[src/rtl/uart_frame_pkg.sv]
// Shared framing definitions for the PC UART link (TX serializer and RX assembler).
// Latency: n/a, constants and types only.
// Backpressure: n/a.
package uart_frame_pkg;

    // Frame delimiters; the receive side keys on the same values
    localparam logic [7:0] START_BYTE = 8'hAA;
    localparam logic [7:0] END_BYTE   = 8'h55;

    // Transmit serializer states
    typedef enum logic [3:0] {
        ST_IDLE,
        ST_HDR,
        ST_FETCH,
        ST_WAIT,
        ST_R,
        ST_G,
        ST_B,
        ST_TRAILER,
        ST_DONE
    } tx_state_t;

endpackage

[src/rtl/frame_tx_serializer.sv]
// Streams one frame (0xAA, R/G/B per pixel, 0x55) from the frame buffer into the UART TX FIFO.
// Latency: start byte pushed the cycle after start is sampled, then 5 cycles per pixel.
// Backpressure: full stalls the byte-push states with push low; fetch/wait always complete.
module frame_tx_serializer #(
    parameter int DATA_WIDTH      = 8,
    parameter int TOTAL_PIXELS    = 40800,
    parameter int PIXEL_CNT_WIDTH = 16
) (
    input  logic                       clk,
    input  logic                       reset,
    input  logic                       start,
    output logic                       busy,
    output logic                       frame_done,
    output logic                       rd_en,
    output logic [PIXEL_CNT_WIDTH-1:0] rd_addr,
    input  logic [3*DATA_WIDTH-1:0]    rd_data,
    input  logic                       full,
    output logic                       push,
    output logic [DATA_WIDTH-1:0]      push_data,
    output logic [PIXEL_CNT_WIDTH-1:0] pixel_cnt
);
    import uart_frame_pkg::*;

    localparam logic [PIXEL_CNT_WIDTH-1:0] LAST_PIX = PIXEL_CNT_WIDTH'(TOTAL_PIXELS - 1);
    localparam logic [PIXEL_CNT_WIDTH-1:0] CNT_ONE  = PIXEL_CNT_WIDTH'(1);

    tx_state_t               state;
    tx_state_t               state_nxt;
    logic [3*DATA_WIDTH-1:0] pixel_q;

    // Status decoded straight from the state register
    assign busy       = (state != ST_IDLE);
    assign frame_done = (state == ST_DONE);
    assign rd_addr    = pixel_cnt;

    // State, pixel capture and pixel counter; all hold while a byte state is stalled
    always_ff @(posedge clk or negedge reset) begin
        if (!reset) begin
            state     <= ST_IDLE;
            pixel_q   <= '0;
            pixel_cnt <= '0;
        end else begin
            state <= state_nxt;
            if (state == ST_WAIT) begin
                pixel_q <= rd_data;
            end
            if (state == ST_B && !full) begin
                pixel_cnt <= (pixel_cnt < LAST_PIX) ? pixel_cnt + CNT_ONE : '0;
            end
        end
    end

    // Next-state and FIFO/buffer strobes; push only ever asserted with full low
    always_comb begin
        state_nxt = state;
        push      = 1'b0;
        push_data = '0;
        rd_en     = 1'b0;
        case (state)
            ST_IDLE: begin
                if (start) state_nxt = ST_HDR;
            end
            ST_HDR: begin
                push      = ~full;
                push_data = DATA_WIDTH'(START_BYTE);
                if (!full) state_nxt = ST_FETCH;
            end
            ST_FETCH: begin
                rd_en     = 1'b1;
                state_nxt = ST_WAIT;
            end
            ST_WAIT: begin
                state_nxt = ST_R;
            end
            ST_R: begin
                push      = ~full;
                push_data = pixel_q[3*DATA_WIDTH-1 -: DATA_WIDTH];
                if (!full) state_nxt = ST_G;
            end
            ST_G: begin
                push      = ~full;
                push_data = pixel_q[2*DATA_WIDTH-1 -: DATA_WIDTH];
                if (!full) state_nxt = ST_B;
            end
            ST_B: begin
                push      = ~full;
                push_data = pixel_q[DATA_WIDTH-1:0];
                if (!full) state_nxt = (pixel_cnt < LAST_PIX) ? ST_FETCH : ST_TRAILER;
            end
            ST_TRAILER: begin
                push      = ~full;
                push_data = DATA_WIDTH'(END_BYTE);
                if (!full) state_nxt = ST_DONE;
            end
            ST_DONE: begin
                state_nxt = ST_IDLE;
            end
            default: begin
                state_nxt = ST_IDLE;
            end
        endcase
    end

endmodule

[config.mk]
export PLATFORM = sky130hd
export DESIGN_NAME = frame_tx_serializer
export DESIGN_NICKNAME = d
export VERILOG_FILES = /design/src/rtl/uart_frame_pkg.sv /design/src/rtl/frame_tx_serializer.sv
export SDC_FILE = /design/constraint.sdc
export NUM_CORES = 1
export LEC_CHECK = 0
export ABC_AREA = 0
export BUFFER_PORTS_ARGS = -buffer_cell sky130_fd_sc_hd__buf_2
export CAP_MARGIN = 20
export CORE_MARGIN = 2
export CORE_UTILIZATION = 38
export CTS_BUF_LIST = sky130_fd_sc_hd__clkbuf_4
export DETAILED_ROUTE_END_ITERATION = 6
export PLACE_DENSITY_LB_ADDON = 0.2
export SKIP_CTS_REPAIR_TIMING = 1
export SYNTH_ARGS = -nofsm -noshare
export SYNTH_HDL_FRONTEND = slang
export SYNTH_SLANG_ARGS = --single-unit
export TNS_END_PERCENT = 5
[constraint.sdc]
create_clock -name clk -period 5.47 [get_ports clk]
set_clock_uncertainty 0.05 [all_clocks]
set_input_delay 1.094 -clock clk [delete_from_list [all_inputs] [get_ports clk]]
set_output_delay 1.094 -clock clk [all_outputs]
set_load 0.1 [all_outputs]
==> results.txt <==
Syn Inst Count - 236
fmax - 292 MHz
area grow syn2layout - 15.5%
Least-Margin Pin Slew - 0.759 ns
Synth Flop Type - dfrtp_1
Slew Limit Fails - 0
min Tclk post-route - 3.43 ns
CP endpoint kind - primary output
first-pass iteration count of the detailed router - 4
status - finished clean
vias in the first global route - 1799
Worst Hold Class - register to register
Buffers on Ports - 71
CTS sink count - 44
die area - 0.00688 mm²
CP Data Arrival Time - 2.28 ns
Fin Setup TNS - 0 ns
Post-Syn Area - 0.00237 mm²
antenna violations before repair - 0
largest net degree at the start of global routing - 45
routability cong. - 0.777
root buffer cell - clkbuf_4
setup violators final - 0
grt ovf - 0
Die Ht - 82.9 µm
Crit path required time - 4.33 ns
first-pass GRT wire length - 8.60 mm
Placeable Area - 0.00596 mm²
GR Util All Layers - 0.148
Filler Cells Inserted - 603
Ant. Diodes - 0
clk slew on worst S/H paths - 0.13 ns
Initial Util - 0.397
CTS tree - yes
number of synthesized flops with an enable pin - 0
crit path launch type - register
Post-synth ARST share - 1.00
Clock Path Buffers - 2
critical path class - register to primary output
register area share after synthesis - 0.465
Post-Route WL - 5.06 mm
Starting DRT DRC Count - 110
mean post-synth cell area - 10.0 µm²
Clock Latency Late Sink - 0.35 ns
final worst path period share - 0.626
Vias - 1915
post-DR vias/cell - 5.28
crit path max fanout - 18
DRC viols - 0
synth warn - 0
synthesized flop and latch total - 44
I/O pin cnt - 72
Die W - 82.9 µm
nets@finish - 316
Max Cap Viol - 0
Slew headroom - 0.489
hold violation total from the final report - 0
layout cell share with drive strength beyond 1 - 0.389
RSZ-0062 raised after global routing - no
HPWL Detailed - 3.56 mm
H-tree depth - 2
TritonCTS Buffers - 5
Routed WL per cell - 13.9 µm
Synth Net Count - 265
Netlist cell types - 38
Rows - 28
Post-DRT Antenna Nets - 0
-- cell families after synthesis --
family                     synth area share
DFF                                   0.465
AOI/OAI and AO/OA                     0.112
xor gates and xnor gates             0.0259
adders and majority gates           0.00528
and+or+nand+nor                       0.169
buffers and inverters                0.0851
muxes                                 0.138
-- metrics by stage --
step                      setup slack (ns)  cells   util  area [µm²]  hold WS (ns)
final                                 2.04    363  0.459        2730         0.469
after global routing                  1.82    363  0.459        2730         0.501
after CTS                             2.04    362  0.456        2710         0.475
after detailed placement              2.39    354  0.446        2660         0.445
after global placement                2.38    354  0.446        2660         0.436
after floorplan                      0.445    236      -        2370         0.425
-- critical path, stage by stage, from the launching register on --
cell and delay (ns):
dfrtp_1 0.73, inv_1 0.16, nor2_1 0.27, nand3_1 0.12
a21oi_1 0.20, buf_2 0.45
-- area by class of cell --
type | instances | area, µm² | share of cell area
multi-input cells | 156 | 1070 | 0.391
repair buffers | 74 | 390 | 0.143
flip-flops and latches | 44 | 1100 | 0.403
clock buffers | 6 | 45.0 | 0.0165
clock inverters | 2 | 11.3 | 0.00412
inverters | 6 | 22.5 | 0.00824
well taps | 75 | 93.8 | 0.0343
-- flip-flops by register name, indices dropped and copies added, names as in the netlist --
signal / count
pixel_cnt: 16
pixel_q: 24
state: 4
-- layout by cell type, fill, tap and decap left out, types with 3 or more instances in the layout --
cell type	netlist	layout
mux2_2	29	29
a21oi_1	19	19
inv_1	6	6
nand4_1	4	4
nand3_1	6	6
nand2_1	14	14
nor4_1	5	5
dfrtp_1	44	44
clkbuf_4	0	6
o22ai_1	6	6
nor3_1	6	5
nand2b_1	3	3
buf_2	2	71
o21ai_0	8	8
xnor2_1	5	5
nor2_1	15	15
or4_1	3	3
or3_1	9	9
-- per-layer routing --
layer / track usage / vias to the layer above / routed length (µm)
li1: - / 935 / -
met1: 0.211 / 938 / 2460
met2: 0.234 / 40 / 2380
met3: 0.0338 / 2 / 201
met4: 0.0268 / 0 / 18
met5: 0 / - / 0
-- final timing paths --
path	from	end	slack [ns]	depth (start not counted)
hold / removal	pixel_q[16]$_DFFE_PN0N_	pixel_q[16]$_DFFE_PN0N_	0.47	1
max in group asynchronous	reset	pixel_q[1]$_DFFE_PN0N_	4.37	2
min in group asynchronous	reset	pixel_q[8]$_DFFE_PN0N_	0.53	1
setup / recovery	state[1]$_DFFE_PN0P_	push_data[7]	2.04	5
hold reg to reg	pixel_q[16]$_DFFE_PN0N_	pixel_q[16]$_DFFE_PN0N_	0.47	1
setup reg to reg	state[2]$_DFFE_PN0P_	pixel_cnt[12]$_DFFE_PN0P_	2.67	4
-- cells in the mapped netlist (3+ instances only) --
cell,count,area share
a21oi_1,19,0.040
buf_4,17,0.054
clkbuf_1,11,0.017
dfrtp_1,44,0.47
inv_1,6,0.0095
mux2_2,29,0.14
nand2_1,14,0.022
nand2b_1,3,0.0079
nand3_1,6,0.013
nand4_1,4,0.011
nor2_1,15,0.024
nor3_1,6,0.013
nor4_1,5,0.013
o21ai_0,8,0.017
o22ai_1,6,0.016
or3_1,9,0.024
or4_1,3,0.0095
xnor2_1,5,0.018
Power is not shown: default switching activity piles up to over one toggle a cycle in this logic, so the estimate is an artifact.
